--- src/rtl/dca_matrix_move_pkg.sv ---
// rtl/dca_matrix_move_pkg.sv - shared states and command codes for the matrix move sequencer
package dca_matrix_move_pkg;

  typedef enum logic [2:0] {
    ST_IDLE  = 3'd0,
    ST_INIT  = 3'd1,
    ST_LOAD  = 3'd2,
    ST_DRAIN = 3'd3,
    ST_SWAP  = 3'd4
  } state_e;

  localparam logic [1:0] CMD_INIT  = 2'd0;
  localparam logic [1:0] CMD_LOAD  = 2'd1;
  localparam logic [1:0] CMD_DRAIN = 2'd2;
  localparam logic [1:0] CMD_SWAP  = 2'd3;

  function automatic state_e cmd_to_state(input logic [1:0] code);
    case (code)
      CMD_INIT:  return ST_INIT;
      CMD_LOAD:  return ST_LOAD;
      CMD_DRAIN: return ST_DRAIN;
      default:   return ST_SWAP;
    endcase
  endfunction

endpackage

--- src/rtl/dca_matrix_move_sequencer_if.sv ---
// rtl/dca_matrix_move_sequencer_if.sv - command, abort and row stream bundle of the move sequencer
interface dca_matrix_move_sequencer_if #(
  parameter int BW_TENSOR_ROW = 256
);

  logic                     cmd_valid;
  logic                     cmd_ready;
  logic [1:0]               cmd_code;
  logic                     abort;
  logic                     in_valid;
  logic                     in_ready;
  logic [BW_TENSOR_ROW-1:0] in_data;
  logic                     out_valid;
  logic                     out_ready;
  logic [BW_TENSOR_ROW-1:0] out_data;

  modport master (
    output cmd_valid, cmd_code, abort, in_valid, in_data, out_ready,
    input  cmd_ready, in_ready, out_valid, out_data
  );

  modport slave (
    input  cmd_valid, cmd_code, abort, in_valid, in_data, out_ready,
    output cmd_ready, in_ready, out_valid, out_data
  );

endinterface

--- src/rtl/dca_move_row_counter.sv ---
// rtl/dca_move_row_counter.sv - row counter that wraps to zero after MAX-1 and flags the last row
module dca_move_row_counter #(
  parameter int MAX = 8,
  parameter int CW  = $clog2(MAX)
) (
  input  logic          clk,
  input  logic          rst,
  input  logic          clr,
  input  logic          inc,
  output logic [CW-1:0] count,
  output logic          terminal
);

  localparam logic [CW-1:0] LAST = CW'(MAX - 1);

  logic [CW-1:0] count_q;
  logic [CW-1:0] count_d;

  assign count    = count_q;
  assign terminal = (count_q == LAST);

  always_comb begin
    count_d = count_q;
    if (clr) begin
      count_d = '0;
    end else if (inc) begin
      count_d = terminal ? '0 : count_q + 1'b1;
    end
  end

  always_ff @(posedge clk or posedge rst) begin
    if (rst) begin
      count_q <= '0;
    end else begin
      count_q <= count_d;
    end
  end

endmodule

--- src/rtl/dca_matrix_move_sequencer.sv ---
// rtl/dca_matrix_move_sequencer.sv - sequences INIT/LOAD/DRAIN/SWAP row moves on a shifting matrix register
module dca_matrix_move_sequencer
  import dca_matrix_move_pkg::*;
#(
  parameter int MATRIX_NUM_ROW = 8,
  parameter int BW_TENSOR_ROW  = 256
) (
  input  logic                              clk,
  input  logic                              rstp,
  dca_matrix_move_sequencer_if.slave        bus,
  output logic                              reg_init,
  output logic                              reg_move_wenable,
  output logic                              reg_move_renable,
  output logic [BW_TENSOR_ROW-1:0]          reg_move_wdata_list,
  input  logic [BW_TENSOR_ROW-1:0]          reg_move_rdata_list,
  output logic                              busy,
  output logic                              matrix_valid,
  output logic [$clog2(MATRIX_NUM_ROW)-1:0] row_count
);

  state_e state_q, state_d;
  logic   mvalid_q, mvalid_d;
  logic   ready_q, ready_d;

  logic   cmd_rdy;
  logic   cmd_fire;
  logic   in_rdy;
  logic   out_vld;
  logic   wen;
  logic   ren;
  logic   init_stb;
  logic   row_fire;
  logic   cnt_clr;
  logic   cnt_last;

  // ready_q holds cmd_ready low until the first clock after reset release
  assign ready_d = 1'b1;

  assign bus.cmd_ready       = cmd_rdy;
  assign bus.in_ready        = in_rdy;
  assign bus.out_valid       = out_vld;
  assign bus.out_data        = reg_move_rdata_list;
  assign reg_move_wdata_list = bus.in_data;
  assign reg_init            = init_stb;
  assign reg_move_wenable    = wen;
  assign reg_move_renable    = ren;
  assign busy                = (state_q != ST_IDLE);
  assign matrix_valid        = mvalid_q;

  always_comb begin
    state_d  = state_q;
    mvalid_d = mvalid_q;
    cmd_rdy  = (state_q == ST_IDLE) && ready_q && !bus.abort;
    cmd_fire = bus.cmd_valid && cmd_rdy;
    in_rdy   = 1'b0;
    out_vld  = 1'b0;
    wen      = 1'b0;
    ren      = 1'b0;
    init_stb = 1'b0;
    cnt_clr  = 1'b0;
    row_fire = 1'b0;

    if (bus.abort) begin
      state_d  = ST_IDLE;
      mvalid_d = 1'b0;
      cnt_clr  = 1'b1;
    end else begin
      case (state_q)
        ST_IDLE: begin
          if (cmd_fire) begin
            state_d = cmd_to_state(bus.cmd_code);
            cnt_clr = 1'b1;
          end
        end
        ST_INIT: begin
          init_stb = 1'b1;
          mvalid_d = 1'b0;
          state_d  = ST_IDLE;
        end
        ST_LOAD: begin
          in_rdy = 1'b1;
          wen    = bus.in_valid;
        end
        ST_DRAIN: begin
          out_vld = 1'b1;
          ren     = bus.out_ready;
        end
        ST_SWAP: begin
          // upmost row leaves and the new row enters downmost in the same move
          out_vld = bus.in_valid;
          in_rdy  = bus.out_ready;
          wen     = bus.in_valid && bus.out_ready;
          ren     = bus.in_valid && bus.out_ready;
        end
        default: begin
          state_d = ST_IDLE;
        end
      endcase

      row_fire = wen || ren;
      if (row_fire && cnt_last) begin
        state_d  = ST_IDLE;
        mvalid_d = (state_q != ST_DRAIN);
      end
    end
  end

  always_ff @(posedge clk or posedge rstp) begin
    if (rstp) begin
      state_q  <= ST_IDLE;
      mvalid_q <= 1'b0;
      ready_q  <= 1'b0;
    end else begin
      state_q  <= state_d;
      mvalid_q <= mvalid_d;
      ready_q  <= ready_d;
    end
  end

  dca_move_row_counter #(
    .MAX (MATRIX_NUM_ROW)
  ) u_row_counter (
    .clk      (clk),
    .rst      (rstp),
    .clr      (cnt_clr),
    .inc      (row_fire),
    .count    (row_count),
    .terminal (cnt_last)
  );

endmodule

--- src/flat_wrapper.sv ---
// flat-port wrapper written by rule: the top's interface ports become plain ports
module dca_matrix_move_sequencer_flat import dca_matrix_move_pkg::*;
#(
  parameter int MATRIX_NUM_ROW = 8,
  parameter int BW_TENSOR_ROW  = 256
)
  (clk, rstp, reg_init, reg_move_wenable, reg_move_renable, reg_move_wdata_list, reg_move_rdata_list, busy, matrix_valid, row_count, bus_cmd_valid, bus_cmd_code, bus_abort, bus_in_valid, bus_in_data, bus_out_ready, bus_cmd_ready, bus_in_ready, bus_out_valid, bus_out_data);
  dca_matrix_move_sequencer_if #(.BW_TENSOR_ROW(BW_TENSOR_ROW)) bus_i ();
  input  logic clk;
  input  logic rstp;
  output logic reg_init;
  output logic reg_move_wenable;
  output logic reg_move_renable;
  output logic [BW_TENSOR_ROW-1:0] reg_move_wdata_list;
  input  logic [BW_TENSOR_ROW-1:0] reg_move_rdata_list;
  output logic busy;
  output logic matrix_valid;
  output logic [$clog2(MATRIX_NUM_ROW)-1:0] row_count;
  input wire logic [$bits(bus_i.cmd_valid)-1:0] bus_cmd_valid;
  input wire logic [$bits(bus_i.cmd_code)-1:0] bus_cmd_code;
  input wire logic [$bits(bus_i.abort)-1:0] bus_abort;
  input wire logic [$bits(bus_i.in_valid)-1:0] bus_in_valid;
  input wire logic [$bits(bus_i.in_data)-1:0] bus_in_data;
  input wire logic [$bits(bus_i.out_ready)-1:0] bus_out_ready;
  output wire logic [$bits(bus_i.cmd_ready)-1:0] bus_cmd_ready;
  output wire logic [$bits(bus_i.in_ready)-1:0] bus_in_ready;
  output wire logic [$bits(bus_i.out_valid)-1:0] bus_out_valid;
  output wire logic [$bits(bus_i.out_data)-1:0] bus_out_data;
  assign bus_i.cmd_valid = bus_cmd_valid;
  assign bus_i.cmd_code = bus_cmd_code;
  assign bus_i.abort = bus_abort;
  assign bus_i.in_valid = bus_in_valid;
  assign bus_i.in_data = bus_in_data;
  assign bus_i.out_ready = bus_out_ready;
  assign bus_cmd_ready = bus_i.cmd_ready;
  assign bus_in_ready = bus_i.in_ready;
  assign bus_out_valid = bus_i.out_valid;
  assign bus_out_data = bus_i.out_data;
  dca_matrix_move_sequencer #(.MATRIX_NUM_ROW(MATRIX_NUM_ROW), .BW_TENSOR_ROW(BW_TENSOR_ROW)) u_core (.clk(clk), .rstp(rstp), .bus(bus_i), .reg_init(reg_init), .reg_move_wenable(reg_move_wenable), .reg_move_renable(reg_move_renable), .reg_move_wdata_list(reg_move_wdata_list), .reg_move_rdata_list(reg_move_rdata_list), .busy(busy), .matrix_valid(matrix_valid), .row_count(row_count));
endmodule
--- config.mk ---
export PLATFORM = sky130hd
export DESIGN_NAME = dca_matrix_move_sequencer_flat
export DESIGN_NICKNAME = d
export VERILOG_FILES = /design/src/rtl/dca_matrix_move_pkg.sv /design/src/rtl/dca_matrix_move_sequencer_if.sv /design/src/rtl/dca_move_row_counter.sv /design/src/rtl/dca_matrix_move_sequencer.sv /design/src/flat_wrapper.sv
export SDC_FILE = /design/constraint.sdc
export NUM_CORES = 1
export LEC_CHECK = 0
export ABC_AREA = 1
export BUFFER_PORTS_ARGS = -buffer_cell sky130_fd_sc_hd__buf_4
export CAP_MARGIN = 40
export CORE_AREA = 2 2 401 403
export DETAILED_ROUTE_END_ITERATION = 10
export DIE_AREA = 0 0 403 405
export PLACE_DENSITY = 0.32
export REMOVE_ABC_BUFFERS = 1
export SLEW_MARGIN = 10
export SYNTH_ARGS = -nofsm -noshare
export SYNTH_HDL_FRONTEND = slang
export SYNTH_SLANG_ARGS = --single-unit
--- constraint.sdc ---
create_clock -name clk -period 1.4 [get_ports clk]
set_clock_uncertainty 0.1 [all_clocks]
set_input_delay 0.42 -clock clk [delete_from_list [all_inputs] [get_ports clk]]
set_output_delay 0.42 -clock clk [all_outputs]
set_load 0.01 [all_outputs]
==> flow_summary.ini <==
[status]
status = complete, but fails checks
violations = setup timing

[setup_path]
cp_max_fo = 4
slowest_stage = dfrtp_1
arrival_ns = 1.35
start_kind = flop
path_class = reg2out
worst-path-buf-inv = 3
critPathTopFamily = flip-flops
path_cells = buf_6, inv_4, nand4_1, a21oi_2, buf_4
cp-end-kind = output pin
slowest_delay_ns = 0.42
cp_data_required_time_ns = 0.88

[yosys]
synth-simple-area-share_pct = 5.25
synth.mux.area_fraction_pct = 0
yosysWarnings = 0
avgSynthCellArea_um2 = 7.51
synth_area_leaders = buf_4 (87%), dfrtp_1 (4.5%), ha_1 (1.4%), nand2_1 (1.3%), inv_1 (1.0%)
ys_ff_latch = 8
synthCells = 591
netlist_area_mm2 = 0.00444
ys_types = 21
synth_top_family_by_area = buffers and inverters
synth_xor_area_share_pct = 0
yosysTopAreaCell = buf_4
synth-compound-area-share_pct = 0.903
yosysTopAreaCellShare_pct = 86.7
synth_fa_ha_area_share_pct = 1.41
synth-seq-area-share_pct = 4.51

[global_route]
grt-ovfl-total = 0
grt_pass1_vias = 1927
antenna_found_initial = 4
grt_pass1_wl_mm = 241
grt_max_degree = 9
grt_usage_pct = 27.9

[placement]
dp_hpwl_mm = 227
placed_area_mm2 = 0.00347
io_buffers = 18
pre_cts_ws_ns = -0.287
finalWeightedCongestion = 1.17

[cts]
htreeDepth = 1
cts_buffer_depth = 2
cts_made_buffers = 3
clock_sinks = 8
cts_root_buffer = clkbuf_16
clkTransAtPathRegs_ns = 0.04
ctsHoldBuffers = 0
cts_tree = yes
clock_insertion_delay_worst_skew_ns = 0.24

[sta]
hold_viol = 0
rsz0062_at_grt = true
finalCritPeriodShare_pct = 134
fin_ws_ns = -0.470
finalSetupViolCount = 14
final.min_clock_period_ns = 1.87
final_max_slew_viol_count = 0
max_freq_mhz = 535

[hold_path]
hold_class = in2async

[layout]
final_nets = 647
final_area_mm2 = 0.00370
synthToLayoutAreaGrowth_pct = -16.7
final_cell_mix = buf_4 (31), inv_1 (10), nand2_1 (10), dfrtp_1 (8)
diodes = 0
drive_above_1_share_pct = 59.2
final_util_pct = 2.32
final_common_cell = buf_4

[detailed_routing]
avgViaCountPerCell = 1.04
wirelength_mm = 235
drt_pass1_iterations = 4
wire_per_inst_um = 107
num_vias = 2286
antenna_left = 0
dr.first_iter.drc_count = 163
post-route-drc-count = 0

[die]
die_area_mm2 = 0.163
ios = 1043
die_w_um = 403
num_rows = 147
core_mm2 = 0.159
die_h_um = 405
start_util_pct = 2.78

[power_and_ir_drop]
pwr_density_cell_mw_per_mm2 = 300
p_leak_nw = 0.583
peakVddDrop_v = 0.000333
finalPower_mw = 1.11

[run]
drv_cap = 0
[worst reg2reg max path, delay by kind of cell, from the launching register on]
kind,cells,cell delay (ns)
AO/OA/AOI/OAI,1,0.12
buffers and inverters,2,0.24
flip-flops,1,0.42
AND/OR/NAND/NOR,4,0.62
[area by class of cell]
cell class	instances	area, µm²
Timing Repair Buffer	39	332
Sequential cell	8	200
Tap cell	2086	2610
Inverter	13	51.3
Fill cell	19100	156000
Multi-Input combinational cell	57	428
Clock buffer	3	75.1
[where the power goes]
| group | internal (mW) | switching, mW | total [mW] | leakage, nW |
|---|---|---|---|---|
| sequential | 0.242 | 0.0130 | 0.255 | 0.109 |
| combinational | 0.163 | 0.188 | 0.351 | 0.437 |
| clock | 0.370 | 0.131 | 0.501 | 0.0370 |
[logic make-up (layout without fill, tap and decap cells)]
logic type,after synthesis,after routing
simple gates,43,43
flops,8,8
buf+inv,526,55
fa+ha+maj,5,5
other cells,1,1
compound gates,8,8
[timing repair]
| action | 4_1_cts | 5_1_grt |
|---|---|---|
| setup buffers | 2 | 3 |
| gates resized for setup | 27 | 8 |
| pin swaps | 12 | 13 |
| gates cloned | 0 | 0 |
| endpoints found under the setup margin | 15 | 14 |
[routing by layer]
layer	track usage [%]	routed length, µm	vias up	part of all wire, %
met5	1.07	218	-	0.093
met4	19.1	20300	8	8.6
met3	33.8	60600	171	26
met2	64.1	150000	1198	64
met1	1.15	3680	570	1.6
li1	-	-	339	-
[flip-flops by register name (all words and copies together) (netlist names)]
name                        flops
u_core.matrix_valid             1
u_core.ready_q                  1
u_core.state_q                  3
u_core.u_row_counter.count      3
[through the flow]
stage / hold slack, ns / std cells / TNS, ns
6_report: 0.0663 / 2206 / -3.80
5_1_grt: 0.0788 / 2206 / -4.62
4_1_cts: 0.0780 / 2204 / -3.71
3_5_place_dp: 0.326 / 2200 / -1.59
3_3_place_gp: 0.326 / 2200 / -1.80
2_1_floorplan: 0.136 / 78 / -0.469
[synth_stat cells]
| master | count |
|---|---|
| inv_1 | 12 |
| nand2_1 | 15 |
| buf_4 | 512 |
| nand3_1 | 8 |
| clkbuf_1 | 1 |
| nand3b_1 | 1 |
| nor2_1 | 7 |
| ha_1 | 5 |
| nand2_2 | 1 |
| dfrtp_1 | 8 |
| nor2_4 | 1 |
| nand4_1 | 3 |
| a21oi_1 | 7 |
| nand2_4 | 1 |
| o21ai_0 | 1 |
| nor2_2 | 2 |
| nor3_1 | 1 |
| nand3_2 | 2 |
| nand3_4 | 1 |
| conb_1 | 1 |
| inv_2 | 1 |
[worst paths after layout]
kind / from / end / slack, ns / cells after the start
setup / recovery: u_core.state_q[2]$_DFFE_PP0P_ / reg_move_renable / -0.47 / 5
max in group asynchronous: rstp / u_core.u_row_counter.count[2]$_DFFE_PP0P_ / 0.85 / 2
min in group clk: u_core.u_row_counter.count[1]$_DFFE_PP0P_ / u_core.u_row_counter.count[1]$_DFFE_PP0P_ / 0.43 / 2
setup reg to reg: u_core.state_q[1]$_DFFE_PP0P_ / u_core.state_q[0]$_DFFE_PP0P_ / -0.16 / 7
hold / removal: rstp / u_core.ready_q$_DFF_PP0_ / 0.07 / 2
hold reg to reg: u_core.u_row_counter.count[1]$_DFFE_PP0P_ / u_core.u_row_counter.count[1]$_DFFE_PP0P_ / 0.43 / 2
(Power assumes the default switching activity.)
